`src/rtl/dma_slot_arbiter_pkg.sv`:
```
// Shared owner encoding and fixed-slot boundaries for the chip-bus DMA slot arbiter.
package dma_slot_arbiter_pkg;

  typedef enum logic [3:0] {
    OWN_IDLE = 4'd0,
    OWN_REF  = 4'd1,
    OWN_DSK  = 4'd2,
    OWN_AUD  = 4'd3,
    OWN_SPR  = 4'd4,
    OWN_BPL  = 4'd5,
    OWN_COP  = 4'd6,
    OWN_BLT  = 4'd7,
    OWN_CPU  = 4'd8
  } owner_e;

  typedef enum logic [2:0] {
    SC_POOL,
    SC_REF,
    SC_DSK,
    SC_AUD,
    SC_SPR
  } slot_class_e;

  // Fixed slots are odd slot numbers within these inclusive ranges.
  localparam logic [7:0] REF_FIRST     = 8'h01;
  localparam logic [7:0] REF_LAST      = 8'h07;
  localparam logic [7:0] DSK_FIRST     = 8'h09;
  localparam logic [7:0] DSK_LAST      = 8'h0D;
  localparam logic [7:0] AUD_FIRST     = 8'h0F;
  localparam logic [7:0] AUD_LAST      = 8'h15;
  localparam logic [7:0] SPR_FIRST_DEF = 8'h17;
  localparam logic [7:0] SPR_SPAN      = 8'h1E;
  localparam int         BLT_NICE_DEF  = 3;

endpackage

```
`src/rtl/dma_slot_arbiter_if.sv`:
```
// Beam position, DMA requests and registered slot grants between the beam counter side and the arbiter.
interface dma_slot_arbiter_if;
  logic       cck;
  logic [7:0] hpos;
  logic [7:0] htotal;
  logic       req_dsk;
  logic [3:0] req_aud;
  logic [7:0] req_spr;
  logic       req_bpl;
  logic       req_cop;
  logic       req_blt;
  logic       req_cpu;
  logic       blt_nasty;
  logic       gnt_ref;
  logic       gnt_dsk;
  logic [3:0] gnt_aud;
  logic [7:0] gnt_spr;
  logic       gnt_bpl;
  logic       gnt_cop;
  logic       gnt_blt;
  logic       gnt_cpu;
  logic [3:0] owner;

  modport master (
    output cck, hpos, htotal, req_dsk, req_aud, req_spr, req_bpl, req_cop, req_blt, req_cpu, blt_nasty,
    input  gnt_ref, gnt_dsk, gnt_aud, gnt_spr, gnt_bpl, gnt_cop, gnt_blt, gnt_cpu, owner
  );

  modport slave (
    input  cck, hpos, htotal, req_dsk, req_aud, req_spr, req_bpl, req_cop, req_blt, req_cpu, blt_nasty,
    output gnt_ref, gnt_dsk, gnt_aud, gnt_spr, gnt_bpl, gnt_cop, gnt_blt, gnt_cpu, owner
  );
endinterface

```
`src/rtl/dma_slot_arbiter_slot_decoder.sv`:
```
// Combinational slot number -> fixed slot class and channel index (audio channel or sprite number).
module dma_slot_arbiter_slot_decoder
  import dma_slot_arbiter_pkg::*;
#(
  parameter logic [7:0] SPR_FIRST = SPR_FIRST_DEF
) (
  input  logic [7:0]  ns,
  output slot_class_e cls,
  output logic [2:0]  ch
);

  always_comb begin
    cls = SC_POOL;
    ch  = 3'd0;
    // Every fixed slot is odd; even slots always belong to the pool.
    if (ns[0]) begin
      if (ns >= REF_FIRST && ns <= REF_LAST) begin
        cls = SC_REF;
      end else if (ns >= DSK_FIRST && ns <= DSK_LAST) begin
        cls = SC_DSK;
      end else if (ns >= AUD_FIRST && ns <= AUD_LAST) begin
        cls = SC_AUD;
        ch  = 3'((ns - AUD_FIRST) >> 1);
      end else if (ns >= SPR_FIRST && ns <= SPR_FIRST + SPR_SPAN) begin
        cls = SC_SPR;
        ch  = 3'((ns - SPR_FIRST) >> 2);
      end
    end
  end

endmodule

```
`src/rtl/dma_slot_arbiter.sv`:
```
// Hands each CCK slot to one DMA owner: fixed slots first, then bpl > cop > blt > cpu in the pool.
// Decided on cck==1 edges, grant held for the whole next slot; no backpressure, a request simply waits.
module dma_slot_arbiter
  import dma_slot_arbiter_pkg::*;
#(
  parameter logic [7:0] SPR_FIRST = SPR_FIRST_DEF,
  parameter int         BLT_NICE  = BLT_NICE_DEF
) (
  input logic clk,
  input logic reset,
  dma_slot_arbiter_if.slave bus
);

  localparam int CW = (BLT_NICE < 2) ? 1 : $clog2(BLT_NICE + 1);

  logic [7:0]    ns;
  slot_class_e   cls;
  logic [2:0]    ch;
  owner_e        own_d;
  owner_e        own_q;
  logic [2:0]    ch_q;
  logic [CW-1:0] starve_d;
  logic [CW-1:0] starve_q;
  logic          starved;

  // A beam position past htotal (after a VHPOSW write) also restarts the line.
  assign ns = (bus.hpos >= bus.htotal) ? 8'd0 : bus.hpos + 8'd1;

  dma_slot_arbiter_slot_decoder #(
    .SPR_FIRST (SPR_FIRST)
  ) u_slot_decoder (
    .ns  (ns),
    .cls (cls),
    .ch  (ch)
  );

  assign starved = !bus.blt_nasty && (starve_q == CW'(BLT_NICE));

  always_comb begin
    own_d = OWN_IDLE;
    unique case (cls)
      SC_REF:  own_d = OWN_REF;
      SC_DSK:  if (bus.req_dsk)          own_d = OWN_DSK;
      SC_AUD:  if (bus.req_aud[ch[1:0]]) own_d = OWN_AUD;
      SC_SPR:  if (bus.req_spr[ch])      own_d = OWN_SPR;
      default: own_d = OWN_IDLE;
    endcase
    // Unclaimed disk/audio/sprite slots fall through to the shared pool.
    if (cls != SC_REF && own_d == OWN_IDLE) begin
      if (bus.req_bpl)                  own_d = OWN_BPL;
      else if (bus.req_cop && !ns[0])   own_d = OWN_COP;
      else if (starved && bus.req_cpu)  own_d = OWN_CPU;
      else if (bus.req_blt)             own_d = OWN_BLT;
      else if (bus.req_cpu)             own_d = OWN_CPU;
    end
  end

  always_comb begin
    if (bus.blt_nasty || !bus.req_cpu || own_d == OWN_CPU) begin
      starve_d = '0;
    end else if (own_d == OWN_BLT && !starved) begin
      starve_d = starve_q + CW'(1);
    end else begin
      starve_d = starve_q;
    end
  end

  always_ff @(posedge clk) begin
    if (reset) begin
      own_q    <= OWN_IDLE;
      ch_q     <= 3'd0;
      starve_q <= '0;
    end else if (bus.cck) begin
      own_q    <= own_d;
      ch_q     <= ch;
      starve_q <= starve_d;
    end
  end

  // Grants are decoded from the registered owner so they stay mutually exclusive.
  assign bus.gnt_ref = (own_q == OWN_REF);
  assign bus.gnt_dsk = (own_q == OWN_DSK);
  assign bus.gnt_aud = (own_q == OWN_AUD) ? (4'b0001 << ch_q[1:0]) : 4'b0000;
  assign bus.gnt_spr = (own_q == OWN_SPR) ? (8'b0000_0001 << ch_q) : 8'b0000_0000;
  assign bus.gnt_bpl = (own_q == OWN_BPL);
  assign bus.gnt_cop = (own_q == OWN_COP);
  assign bus.gnt_blt = (own_q == OWN_BLT);
  assign bus.gnt_cpu = (own_q == OWN_CPU);
  assign bus.owner   = own_q;

endmodule

```
`src/flat_wrapper.sv`:
```
// flat-port wrapper written by rule: the top's interface ports become plain ports
module dma_slot_arbiter_flat import dma_slot_arbiter_pkg::*;
#(
  parameter logic [7:0] SPR_FIRST = SPR_FIRST_DEF,
  parameter int         BLT_NICE  = BLT_NICE_DEF
)
  (clk, reset, bus_cck, bus_hpos, bus_htotal, bus_req_dsk, bus_req_aud, bus_req_spr, bus_req_bpl, bus_req_cop, bus_req_blt, bus_req_cpu, bus_blt_nasty, bus_gnt_ref, bus_gnt_dsk, bus_gnt_aud, bus_gnt_spr, bus_gnt_bpl, bus_gnt_cop, bus_gnt_blt, bus_gnt_cpu, bus_owner);
  dma_slot_arbiter_if bus_i ();
  input logic clk;
  input logic reset;
  input wire logic [$bits(bus_i.cck)-1:0] bus_cck;
  input wire logic [$bits(bus_i.hpos)-1:0] bus_hpos;
  input wire logic [$bits(bus_i.htotal)-1:0] bus_htotal;
  input wire logic [$bits(bus_i.req_dsk)-1:0] bus_req_dsk;
  input wire logic [$bits(bus_i.req_aud)-1:0] bus_req_aud;
  input wire logic [$bits(bus_i.req_spr)-1:0] bus_req_spr;
  input wire logic [$bits(bus_i.req_bpl)-1:0] bus_req_bpl;
  input wire logic [$bits(bus_i.req_cop)-1:0] bus_req_cop;
  input wire logic [$bits(bus_i.req_blt)-1:0] bus_req_blt;
  input wire logic [$bits(bus_i.req_cpu)-1:0] bus_req_cpu;
  input wire logic [$bits(bus_i.blt_nasty)-1:0] bus_blt_nasty;
  output wire logic [$bits(bus_i.gnt_ref)-1:0] bus_gnt_ref;
  output wire logic [$bits(bus_i.gnt_dsk)-1:0] bus_gnt_dsk;
  output wire logic [$bits(bus_i.gnt_aud)-1:0] bus_gnt_aud;
  output wire logic [$bits(bus_i.gnt_spr)-1:0] bus_gnt_spr;
  output wire logic [$bits(bus_i.gnt_bpl)-1:0] bus_gnt_bpl;
  output wire logic [$bits(bus_i.gnt_cop)-1:0] bus_gnt_cop;
  output wire logic [$bits(bus_i.gnt_blt)-1:0] bus_gnt_blt;
  output wire logic [$bits(bus_i.gnt_cpu)-1:0] bus_gnt_cpu;
  output wire logic [$bits(bus_i.owner)-1:0] bus_owner;
  assign bus_i.cck = bus_cck;
  assign bus_i.hpos = bus_hpos;
  assign bus_i.htotal = bus_htotal;
  assign bus_i.req_dsk = bus_req_dsk;
  assign bus_i.req_aud = bus_req_aud;
  assign bus_i.req_spr = bus_req_spr;
  assign bus_i.req_bpl = bus_req_bpl;
  assign bus_i.req_cop = bus_req_cop;
  assign bus_i.req_blt = bus_req_blt;
  assign bus_i.req_cpu = bus_req_cpu;
  assign bus_i.blt_nasty = bus_blt_nasty;
  assign bus_gnt_ref = bus_i.gnt_ref;
  assign bus_gnt_dsk = bus_i.gnt_dsk;
  assign bus_gnt_aud = bus_i.gnt_aud;
  assign bus_gnt_spr = bus_i.gnt_spr;
  assign bus_gnt_bpl = bus_i.gnt_bpl;
  assign bus_gnt_cop = bus_i.gnt_cop;
  assign bus_gnt_blt = bus_i.gnt_blt;
  assign bus_gnt_cpu = bus_i.gnt_cpu;
  assign bus_owner = bus_i.owner;
  dma_slot_arbiter #(.SPR_FIRST(SPR_FIRST), .BLT_NICE(BLT_NICE)) u_core (.clk(clk), .reset(reset), .bus(bus_i));
endmodule
```
`config.mk`:
```
export PLATFORM = sky130hd
export DESIGN_NAME = dma_slot_arbiter_flat
export DESIGN_NICKNAME = d
export VERILOG_FILES = /design/src/rtl/dma_slot_arbiter_pkg.sv /design/src/rtl/dma_slot_arbiter_if.sv /design/src/rtl/dma_slot_arbiter_slot_decoder.sv /design/src/rtl/dma_slot_arbiter.sv /design/src/flat_wrapper.sv
export SDC_FILE = /design/constraint.sdc
export NUM_CORES = 1
export LEC_CHECK = 0
export CAP_MARGIN = 0
export CORE_MARGIN = 10
export CORE_UTILIZATION = 40
export CTS_CLUSTER_SIZE = 12
export DETAILED_ROUTE_END_ITERATION = 8
export PLACE_DENSITY = 0.76
export SYNTH_ARGS = -nofsm -noshare
export SYNTH_HDL_FRONTEND = slang
export SYNTH_HIERARCHICAL = 1
export SYNTH_SLANG_ARGS = --single-unit
```
`constraint.sdc`:
```
create_clock -name clk -period 11.4 [get_ports clk]
set_clock_uncertainty 0.15 [all_clocks]
set_input_delay 1.14 -clock clk [delete_from_list [all_inputs] [get_ports clk]]
set_output_delay 1.14 -clock clk [all_outputs]
set_load 0.05 [all_outputs]
```
Word level (Yosys, flattened, before mapping):

Cells that the tools add are included.

* register bits after elaboration: 9
* input port bits: 37
* logic and storage cells: 83

* add/subtract/negate cells: 4
* order comparisons: 11
* eq/ne operators: 16
* shifts and indexed selects: 2
* mux-type cells: 29
* reduce and logical (&&, ||, !) cells: 18

Operators by type and width (number)
* $mux W3: 11
* $mux W4: 7
* $eq A4 B3 Y1 const B: 5
* $ge A8 B4 Y1 const B: 2
* $mux W8: 2
* $pmux W4 S4: 1
* $logic_and A1 B1 Y1: 9
* $add A8 B1 Y8 const B: 1
* $eq A4 B2 Y1 const B: 2
* $eq A4 B4 Y1 const B: 2
* $ge A8 B1 Y1 const B: 1
* $ge A8 B5 Y1 const B: 1
* $ge A8 B8 Y1: 1
* $le A8 B3 Y1 const B: 1
* $le A8 B4 Y1 const B: 1
* $le A8 B5 Y1 const B: 1
* $le A8 B6 Y1 const B: 1
* $mux W2: 4
* $shl A1 B3 Y8 const A: 1
* $eq A3 B2 Y1 const B: 2
* $sub A5 B5 Y5 const B: 1
* $eq A4 B1 Y1 const B: 1
* $logic_not A1 Y1: 4
* $logic_not A4 Y1: 1
* other kinds (15): 17

Longest topological paths before layout:

Gate-level depths: netlist (run 1).

* depth after elaboration: 23
* gate-level depth with buffers: 21
* depth with buffers taken out: 20

Hierarchy:

Netlist (run 1), hierarchy kept.

Modules (own cells, without submodules)
* dma_slot_arbiter: instances 1, cells each 146, area an instance 1109.8 µm², sequential area each 180.2 µm²
* dma_slot_arbiter_slot_decoder: instances 1, cells each 46, area an instance 312.8 µm², sequential area each 0.0 µm²

Worst setup path before layout (run 1):

Ideal clock, no wire load.

* path kind: input to register
* start: in bus_hpos[0]
* end: reg u_core.starve_q[0]
* arrival: 5.880 ns
* required time: 11.129 ns
* setup slack: 5.249 ns
* stages: 20
* path buffers: 1
* cells stage by stage: inv_1 > ha_1 > nand2b_1 > a2111oi_0 > nor3_1 > or3_1 > clkbuf_1 > nor2_1 > inv_1 > ha_1 > nor3b_2 > a211o_1 > o2111ai_1 > o22ai_1 > mux4_2 > o311ai_4 > o21ai_2 > a2111oi_2 > o32ai_1 > mux2_4

* cells in the longest elaborated chain, start to end: 23
* elaborated cells between the ends (all ways): 56
* those cells by class: add/sub (3); order compare (9); eq/ne (7); mux (25); reduce/logical (12)

RTL lines
* start, declared: line flat_wrapper.sv:12 `input wire logic [$bits(bus_i.hpos)-1:0] bus_hpos;`
* $add A8 B1 Y8 / $ge A8 B8 Y1 (equally long branches): line dma_slot_arbiter.sv:27 `assign ns = (bus.hpos >= bus.htotal) ? 8'd0 : bus.hpos + 8'd1;`
* $mux W8 (*): line dma_slot_arbiter.sv:27
* net u_core.ns[1]: line dma_slot_arbiter.sv:16 `logic [7:0] ns;`
* $ge A8 B5 Y1 / $le A8 B6 Y1 (equally long branches): line dma_slot_arbiter_slot_decoder.sv:24 `end else if (ns >= SPR_FIRST && ns <= SPR_FIRST + SPR_SPAN) begin`
* $logic_and A1 B1 Y1: line dma_slot_arbiter_slot_decoder.sv:24
* $mux W3: line dma_slot_arbiter_slot_decoder.sv:24
* $mux W3: line dma_slot_arbiter_slot_decoder.sv:21 `end else if (ns >= AUD_FIRST && ns <= AUD_LAST) begin`
* $mux W3: line dma_slot_arbiter_slot_decoder.sv:19 `end else if (ns >= DSK_FIRST && ns <= DSK_LAST) begin`
* [2 not listed]
* net u_core.ch[0]: line dma_slot_arbiter.sv:18 `logic [2:0] ch;`
* [6 not listed]
* $mux W4: line dma_slot_arbiter.sv:52 `else if (starved && bus.req_cpu) own_d = OWN_CPU;`
* $mux W4: line dma_slot_arbiter.sv:51 `else if (bus.req_cop && !ns[0]) own_d = OWN_COP;`
* $mux W4: line dma_slot_arbiter.sv:50 `if (bus.req_bpl) own_d = OWN_BPL;`
* $mux W4 (*): line dma_slot_arbiter.sv:49 `if (cls != SC_REF && own_d == OWN_IDLE) begin`
* $eq A4 B3 Y1 / $eq A4 B4 Y1 (equally long branches): line dma_slot_arbiter.sv:61, dma_slot_arbiter.sv:59
* $logic_and A1 B1 Y1 / $logic_or A1 B1 Y1 (equally long branches): line dma_slot_arbiter.sv:61, dma_slot_arbiter.sv:59
* $reduce_bool A2 Y1 (no source line)
* $reduce_and A2 Y1 (no source line)
* end signal, assigned: line dma_slot_arbiter.sv:76 `starve_q <= starve_d;`
* end, declared: line dma_slot_arbiter.sv:23 `logic [CW-1:0] starve_q;`

Mark *: on every way through the listed nets, which the timed path passes. The rest lies on a longest branch. The select of a mux whose other input is x is not followed.
A chain may end at the register's enable or synchronous reset.

Worst setup path in the final report (run 1):

Same ends and word-level chain as after synthesis.

==> impl_metrics.yaml, run 1 <==
floorplan:
  initial_core_util: 0.420
  io_pins: 59
  die_area_sq_um: 6340
  core_area_sq_um: 3390
  row_count: 21
  fp.dieW_microns: 79.6
  die_y_microns: 79.6
worst_hold_path:
  min_from: "u_core/starve_q[1]"
  hold_end: "u_core/starve_q[1]"
  hp-class: "flop to flop"
  holdPathStages: 1
sta:
  finalHoldViolations: 0
  slew_violations: 0
  fin_setup_tns_ns: 0
  relSlewSlack: 0.586
  clock.fmax_mhz: 145
  fin_crit_ns: 6.91
  finalSetupViolations: 0
  rsz0062_at_grt: "no"
  period_share: 0.606
  tightest_slew_ns: 0.605
setup_path:
  rrSetupSlack_ns: 9.34
  critPathMaxStageDelay_ns: 0.63
  worst-path-max-fanout: 7
  end_kind: "flop"
  cp.arrival_ns: 6.91
  startpoint_type: "primary input"
  worstSetupPathType: "primary input to flop"
  crit_chain: "clkdlybuf4s50_1 -> inv_1 -> ha_1 -> nand2b_1 -> a2111oi_0 -> nor3_1 -> or3_1 -> nor2_1 -> inv_1 -> ha_1 -> nor3b_2 -> a211o_1 -> o2111ai_1 -> o22ai_1 -> mux4_2 -> o311ai_4 -> o21ai_2 -> a2111oi_2 -> o32ai_1 -> mux2_4"
  critPathSlowestCell: "mux4_2"
  required_ns: 11.40
  r2r_start: "u_core/starve_q[0]"
  timing.rr.end: "u_core/starve_q[0]"
  ff2ff_path_depth: 8
power_and_ir_drop:
  total_leakage_power_nw: 0.791
  powerDensity_nw_per_um2: 66.7
  ir_worst_vdd_mv: 0.0528
drt:
  ant_nets: 0
  drt-total-wl_microns: 4050
  first_pass_iters: 4
  avgRoutedWirePerCell_microns: 13.7
  vias: 1586
  drt_iter0_drc: 104
  drc: 0
  avgViaCountPerCell: 5.38
clock_tree:
  cts_resized: 0
  cts_root_buffer: "clkbuf_4"
  cts_max_level: 1
  holdBufCountCts: 0
  cts_setup_buffers: 0
  clkSinkCount: 9
  tritoncts: "done"
  clk_pin_slew_worst_paths_ns: 0.06
  cts_buffers: 3
  clk_path_buf_depth: 2
  clkLatencyLatePin_ns: 0.26
run:
  cap_violations: 0
synth:
  syn-num-nets: 242
  ys_seq_elements: 9
  synth-main-ff-cell: "dfxtp_1"
  async_flop_share: 0
  yosys.area.top_type: "dfxtp_1"
  netlist_area_sq_um: 1420
  synth_edf_count: 0
  synth_top_area_share: 0.127
  synth_area_leaders: "dfxtp_1, ha_1, nor2_1"
  ys_types: 52
  synth_cells: 192
  seq_area_frac_synth: 0.127
  synth-warning-count: 6
  avgSynthCellArea_sq_um: 7.41
placed_design:
  gp_congestion: 0.917
  hpwl_microns: 3510
  dpl_cell_area_sq_um: 2040
  port_buffers: 58
grt:
  track_usage: 0.127
  grt_max_degree: 13
  antenna_found_initial: 0
  grt_pass1_wl_microns: 6800
  grt_pass1_vias: 1429
  gr-total-overflow: 0
cells_and_area:
  seq_area_sq_um: 180
  n_antenna_cell: 0
  multiInputGateArea_sq_um: 1160
  nets: 300
  area_growth_pct: 45.2
  fin_area_sq_um: 2070
  fillCellCount: 293
  layout-drive-gt1-share: 0.0683
run_status:
  status: "finished clean"
how the worst max path moves through the flow:
stage / start / to / slack, ns / depth (start not counted)
floorplan: bus_hpos[0] / u_core/starve_q[0] / 5.25 / 20
global route: bus_hpos[0] / u_core/starve_q[0] / 4.04 / 21
detailed placement: bus_hpos[0] / u_core/starve_q[0] / 4.27 / 20
global placement: bus_hpos[0] / u_core/starve_q[0] / 4.42 / 20
finish: bus_hpos[0] / u_core/starve_q[0] / 4.49 / 20
CTS: bus_hpos[0] / u_core/starve_q[0] / 4.55 / 20
power by group:
group / internal [mW] / switching (mW) / leakage [nW]
registers: 0.0327 / 0.00222 / 0.0734
clock network: 0.0134 / 0.0103 / 0.0150
logic: 0.0357 / 0.0433 / 0.703
cell usage in the layout (no fill, tap or decap), drive strengths merged, types with 4 or more instances in the layout:
master,instances
nand3,8
o21ai,11
nand2,12
dfxtp,9
mux2i,5
ha,13
inv,15
nor3,11
nand2b,7
xor2,4
xnor2,4
clkbuf,4
clkdlybuf4s50,58
nor2,36
synth_stat cells, drive strengths merged, types with 2 or more instances:
library cell,count
a21o,2
a21oi,2
and3,2
o21ai,11
or3,3
inv,15
o21bai,2
dfxtp,9
nor2b,3
nor4b,2
nand2,12
o211ai,2
o22ai,3
a2111oi,2
nor2,36
xnor2,4
mux2i,5
xor2,4
nor3b,2
a211oi,3
nor3,11
a211o,2
clkbuf,3
nand4,2
o21a,2
buf,2
ha,13
nand2b,7
o32ai,2
nand3,8
mux4,3
sequential cells by signal, indices dropped and copies added (netlist names):
signal / count
u_core/bus.owner: 4
u_core/starve_q: 2
u_core/ch_q: 3
through the flow:
step | std cells | setup WS, ns | utilization | total power [mW] | hold slack, ns
after floorplan | 192 | 5.25 | - | 0.0874 | 0.304
after global placement | 291 | 4.42 | 0.602 | 0.113 | 0.335
after detailed placement | 291 | 4.27 | 0.602 | 0.114 | 0.322
after CTS | 295 | 4.55 | 0.609 | 0.139 | 0.347
after global routing | 295 | 4.04 | 0.609 | 0.150 | 0.364
final | 295 | 4.49 | 0.609 | 0.138 | 0.341
critical path: cells and delay by family:
kind	cells	cell delay, ns
AOI/OAI and AO/OA	8	2.33
muxes	2	0.91
adders and majority gates	2	0.49
and+or+nand+nor	5	1.34
buffers and inverters	3	0.69
layer usage:
layer	wire (microns)	share of wire	GRT usage
met5	0	0	0
met4	23	0.0057	0.0269
met2	1830	0.45	0.196
met1	1920	0.47	0.174
met3	271	0.067	0.0304
cell type report:
type / instances / area share
Clock buffer: 4 / 0.0127
Timing Repair Buffer: 58 / 0.281
Sequential cell: 9 / 0.0872
Tap cell: 46 / 0.0279
Multi-Input combinational cell: 163 / 0.564
Inverter: 15 / 0.0273
cell families after synthesis:
family          after synthesis  share of synthesized area
mux                           9                     0.0985
simple gates                 93                      0.332
flops                         9                      0.127
compound gates               40                      0.225
xor+xnor                      8                     0.0492
buf+inv                      20                     0.0545
fa+ha+maj                    13                      0.114
(Power assumes the default switching activity.)
==> run 2: changes to the inputs <==
--- a/config.mk
+++ b/config.mk
@@ -7,10 +7,10 @@
 export LEC_CHECK = 0
 export CAP_MARGIN = 0
 export CORE_MARGIN = 10
-export CORE_UTILIZATION = 40
+export CORE_UTILIZATION = 39
 export CTS_CLUSTER_SIZE = 12
 export DETAILED_ROUTE_END_ITERATION = 8
-export PLACE_DENSITY = 0.76
+export PLACE_DENSITY = 0.77
 export SYNTH_ARGS = -nofsm -noshare
 export SYNTH_HDL_FRONTEND = slang
 export SYNTH_HIERARCHICAL = 1
==> constraint.sdc (replaced) <==
create_clock -name clk -period 5.75 [get_ports clk]
set_clock_uncertainty 0.15 [all_clocks]
set_input_delay 0.575 -clock clk [delete_from_list [all_inputs] [get_ports clk]]
set_output_delay 0.575 -clock clk [all_outputs]
set_load 0.05 [all_outputs]
==> run 2 against run 1 <==
Clock power increased to 3.0 times the previous value; final area increased by 16%; cell count increased by 11%; flip-flop and latch count unchanged; sequential power increased by 99%; first-iteration DRC count decreased by 35%; total power increased by 140%; hold slack improved by 0.0074 ns; die area increased by 1.9%.
==> impl_metrics.yaml, run 2 (same netlist as run 1, synthesis figures left out) <==
run_status:
  status: "finished clean"
drt:
  drt-total-wl_microns: 4490
  first_pass_iters: 4
  drt_iter0_drc: 68
  ant_nets: 0
  met2WireLength_microns: 2130
  wl_met1_microns: 2060
  routed.top_layer: "met4"
  avgRoutedWirePerCell_microns: 13.7
  drc: 0
  wl_met3_microns: 245
  vias: 1684
  avgViaCountPerCell: 5.13
grt:
  antenna_found_initial: 0
  grt_max_degree: 13
  grt_pass1_wl_microns: 7200
  gr-total-overflow: 0
  grt_pass1_vias: 1616
  track_usage: 0.134
power_and_ir_drop:
  p_sw_frac: 0.368
  p_sw_mw: 0.124
  power.internal_mw: 0.212
  ir_worst_vdd_mv: 0.0970
  powerDensity_nw_per_um2: 140
  p_seq_frac: 0.207
  comb_power_share: 0.578
  total_leakage_power_nw: 0.980
  p_total_mw: 0.336
  pwr-share-clk: 0.214
sta:
  finalHoldViolations: 0
  clock.fmax_mhz: 181
  period_share: 0.962
  layout_setup_ws_ns: 0.219
  finalSetupViolations: 0
  relSlewSlack: 0.654
  fin_crit_ns: 5.53
  tightest_slew_ns: 0.517
  hold_ws_ns: 0.349
  slew_violations: 0
  fin_setup_tns_ns: 0
cells_and_area:
  layout-drive-gt1-share: 0.206
  final_core_util: 0.694
  n_antenna_cell: 0
  nets: 333
  area_growth_pct: 68.0
  fin_area_sq_um: 2390
  final_common_cell: "clkdlybuf4s50_1"
  mostFrequentLayoutCells: "clkdlybuf4s50_1, nor2_1, buf_4"
  largest_reg_flops: 4
  fin_cells: 328
clock_tree:
  holdBufCountCts: 0
  clkLatencyLatePin_ns: 0.23
  cts_root_buffer: "clkbuf_8"
  cts_buffers: 3
  clk_path_buf_depth: 2
  cts_max_level: 1
  clk_pin_slew_worst_paths_ns: 0.04
  tritoncts: "done"
  clkSinkCount: 9
placed_design:
  pre_cts_ws_ns: -0.267
  hpwl_microns: 3820
  gp_congestion: 0.821
  port_buffers: 58
  placedCellCount: 320
  dpl_cell_area_sq_um: 2260
setup_path:
  cp.arrival_ns: 5.50
  end_kind: "flop"
  r2r_start: "u_core/starve_q[0]"
  rrSetupSlack_ns: 3.62
  startpoint_type: "primary input"
  worstSetupPathType: "primary input to flop"
  required_ns: 5.71
  timing.rr.end: "u_core/starve_q[0]"
  ff2ff_path_depth: 8
  worst-path-max-fanout: 5
floorplan:
  fp.dieW_microns: 80.4
  row_count: 21
  die_area_sq_um: 6460
  io_pins: 59
  core_area_sq_um: 3440
  initial_core_util: 0.413
  die_y_microns: 80.4
worst_hold_path:
  hp-class: "flop to flop"
  hold_end: "u_core/starve_q[1]"
  min_from: "u_core/starve_q[1]"
  holdPathStages: 1
run:
  cap_violations: 0
## run 2: cell count changes in the layout (fill, tap and decap cells not counted), sizes merged
cell,before,now
dlymetal6s2s,0,1
clkdlybuf4s50,58,57
buf,0,33
## run 2: area by class of cell
class	instances	area, sq um
multi-input combinational	163	1220
fill	290	1050
timing repair buffer	91	835
sequential	9	180
tap	46	57.6
inverter	15	56.3
clock buffer	4	45.0
## run 2: worst max-delay path, stage by stage
cell	delay, ns
clkdlybuf4s50_1	0.45
inv_1	0.04
ha_1	0.27
a2111oi_2	0.36
buf_4	0.17
nor3_1	0.04
or3_1	0.41
nor2_2	0.14
inv_1	0.07
ha_2	0.18
nor3b_2	0.17
buf_4	0.16
a211o_1	0.13
o2111ai_2	0.12
o22ai_2	0.18
buf_6	0.13
mux4_2	0.56
o311ai_4	0.34
o21ai_2	0.15
nor2_2	0.15
o2111a_2	0.22
and4bb_1	0.22
mux2_4	0.26
## run 2: worst max path at each step
stage,start,endpoint,slack (ns),cells past startpoint
after floorplan,bus_hpos[0],u_core/starve_q[0],0.16,20
after global placement,bus_hpos[0],u_core/starve_q[0],-0.12,23
after detailed placement,bus_hpos[0],u_core/starve_q[0],-0.27,23
after CTS,bus_hpos[0],u_core/starve_q[0],0.004,23
after global routing,bus_htotal[0],u_core/starve_q[0],-0.03,23
final,bus_htotal[1],u_core/starve_q[0],0.22,23
## run 2: layer usage
| metal | GRT usage | vias to the layer above |
|---|---|---|
| met5 | 0 | - |
| met4 | 0.0405 | 0 |
| met3 | 0.0312 | 4 |
| met2 | 0.225 | 45 |
| met1 | 0.164 | 756 |
| li1 | - | 879 |
## run 2: repair_timing
| action | CTS | global route |
|---|---|---|
| buffers inserted | 0 | 4 |
| resized for setup | 1 | 11 |
| endpoints found under the setup margin | 2 | 4 |
| pin swaps | 0 | 9 |
## run 2: power groups by stage
stage,sequential [mW],combinational (mW),clock (mW)
floorplan,0.0769,0.0963,0
global placement,0.0706,0.180,0
detailed placement,0.0707,0.183,0
CTS,0.0695,0.185,0.0747
global route,0.0701,0.211,0.0782
finish,0.0696,0.194,0.0720
==> run 3: changes to the inputs <==
--- a/config.mk
+++ b/config.mk
@@ -6,7 +6,6 @@
 export NUM_CORES = 1
 export LEC_CHECK = 0
 export CAP_MARGIN = 0
-export CORE_MARGIN = 10
 export CORE_UTILIZATION = 39
 export CTS_CLUSTER_SIZE = 12
 export DETAILED_ROUTE_END_ITERATION = 8
==> constraint.sdc (replaced) <==
create_clock -name clk -period 5.75 [get_ports clk]
set_clock_uncertainty 0.15 [all_clocks]
set_input_delay 0.575 -clock clk [delete_from_list [all_inputs] [get_ports clk]]
set_output_delay 0.575 -clock clk [all_outputs]
set_load 0.01 [all_outputs]
==> run 3 against run 2 <==
Utilization fell by 2.0 points; critical path type unchanged; critical endpoint unchanged; count of clock-buffer cells in the layout did not move; sequential share of layout area rose by 0.28 points; largest power group unchanged; critical path depth did not move; flip-flop and latch count did not move.
==> impl_metrics.yaml, run 3 (same netlist as run 1, synthesis figures left out) <==
placed_design:
  pre_cts_ws_ns: -0.187
  dpl_cell_area_sq_um: 2210
  gp_congestion: 0.842
  port_buffers: 58
  hpwl_microns: 3140
  placedCellCount: 314
sta:
  slew_violations: 0
  fin_crit_ns: 5.49
  relSlewSlack: 0.660
  clock.fmax_mhz: 182
  layout_setup_ws_ns: 0.259
  tightest_slew_ns: 0.509
  finalSetupViolations: 0
  hold_ws_ns: 0.347
  period_share: 0.955
  finalHoldViolations: 0
power_and_ir_drop:
  comb_power_share: 0.587
  total_leakage_power_nw: 0.917
  ir_worst_vdd_mv: 0.0797
  powerDensity_nw_per_um2: 128
  p_total_mw: 0.294
  p_sw_mw: 0.108
  power.internal_mw: 0.185
  p_sw_frac: 0.369
  p_seq_frac: 0.236
  pwr-share-clk: 0.177
floorplan:
  io_pins: 59
  die_y_microns: 62.4
  core_area_sq_um: 3420
  die_area_sq_um: 3890
  initial_core_util: 0.416
  row_count: 21
  fp.dieW_microns: 62.4
cells_and_area:
  mostFrequentLayoutCells: "clkdlybuf4s50_1, nor2_1, buf_4"
  fin_cells: 319
  fin_area_sq_um: 2300
  largest_reg_flops: 4
  n_antenna_cell: 0
  fillCellCount: 307
  final_common_cell: "clkdlybuf4s50_1"
  nets: 324
  area_growth_pct: 62.0
  layout-drive-gt1-share: 0.176
grt:
  track_usage: 0.208
  gr-total-overflow: 0
  grt_pass1_vias: 1553
  grt_pass1_wl_microns: 6670
  antenna_found_initial: 0
  grt_max_degree: 13
clock_tree:
  clkLatencyLatePin_ns: 0.27
  cts_buffers: 3
  clk_path_buf_depth: 2
  tritoncts: "done"
  holdBufCountCts: 0
  cts_root_buffer: "clkbuf_4"
  clk_pin_slew_worst_paths_ns: 0.06
  clkSinkCount: 9
  cts_max_level: 1
drt:
  drt-total-wl_microns: 3850
  first_pass_iters: 4
  vias: 1662
  avgViaCountPerCell: 5.21
  drc: 0
  ant_nets: 0
  avgRoutedWirePerCell_microns: 12.1
  drt_iter0_drc: 56
run_status:
  status: "finished clean"
setup_path:
  critPathSlowestCell: "mux4_2"
  worst-path-max-fanout: 4
  startpoint_type: "primary input"
  crit_chain: "clkdlybuf4s50_1 -> inv_1 -> ha_1 -> nand2b_1 -> a2111oi_2 -> buf_4 -> nor3_1 -> or3_1 -> nor2_2 -> inv_1 -> ha_2 -> nor3b_4 -> a211o_1 -> o2111ai_2 -> o22ai_1 -> buf_4 -> mux4_2 -> o311ai_4 -> o21ai_4 -> nor2_2 -> o2111a_2 -> and4bb_1 -> mux2_4"
  end_kind: "flop"
  worstSetupPathType: "primary input to flop"
  rrSetupSlack_ns: 3.61
  required_ns: 5.76
  critPathMaxStageDelay_ns: 0.56
  cp.arrival_ns: 5.50
worst_hold_path:
  hp-class: "flop to flop"
run:
  cap_violations: 0
[run 3: repair_timing]
| item | CTS | global route |
|---|---|---|
| setup endpoints to repair | 0 | 3 |
| resized for setup | 0 | 11 |
| setup buffers | 0 | 1 |
[run 3: cell type report]
cell class	count	area, sq um	area share
Clock buffer	4	26.3	0.0114
Inverter	15	56.3	0.0244
Timing Repair Buffer	82	761	0.330
Sequential cell	9	180	0.0782
Tap cell	46	57.6	0.0250
Multi-Input combinational cell	163	1220	0.531
[run 3: metal layers]
| layer | global-route usage | vias up | share of wire |
|---|---|---|---|
| li1 | - | 865 | - |
| met1 | 0.279 | 749 | 0.49 |
| met2 | 0.352 | 45 | 0.46 |
| met3 | 0.0292 | 3 | 0.044 |
| met4 | 0.0436 | 0 | 0.0047 |
| met5 | 0 | - | 0 |
[run 3: stage by stage]
| step | TNS, ns | util |
|---|---|---|
| after global routing | -0.00685 | 0.675 |
| after floorplan | 0 | - |
| after CTS | 0 | 0.655 |
| after detailed placement | -0.343 | 0.648 |
| final | 0 | 0.675 |
| after global placement | -0.113 | 0.648 |
[run 3: final timing paths]
check / start / to / depth (start not counted)
worst max register to register: u_core/starve_q[0] / u_core/starve_q[0] / 8
worst max-delay path: bus_hpos[0] / u_core/starve_q[0] / 23
worst min-delay path: u_core/starve_q[1] / u_core/starve_q[1] / 1
worst min register to register: u_core/starve_q[1] / u_core/starve_q[1] / 1
[run 3: power groups by stage]
| stage | registers, mW | clock network (mW) | logic [mW] |
|---|---|---|---|
| 2_1_floorplan | 0.0707 | 0 | 0.0874 |
| 3_3_place_gp | 0.0705 | 0 | 0.159 |
| 3_5_place_dp | 0.0707 | 0 | 0.161 |
| 4_1_cts | 0.0692 | 0.0543 | 0.161 |
| 5_1_grt | 0.0700 | 0.0551 | 0.189 |
| 6_report | 0.0693 | 0.0520 | 0.173 |
[run 3: critical path: cells and delay by family]
kind | cells | cell delay, ns
and+or+nand+nor | 7 | 1.24
AOI/OAI and AO/OA | 7 | 1.46
muxes | 2 | 0.82
adders and majority gates | 2 | 0.48
buffers and inverters | 5 | 0.90
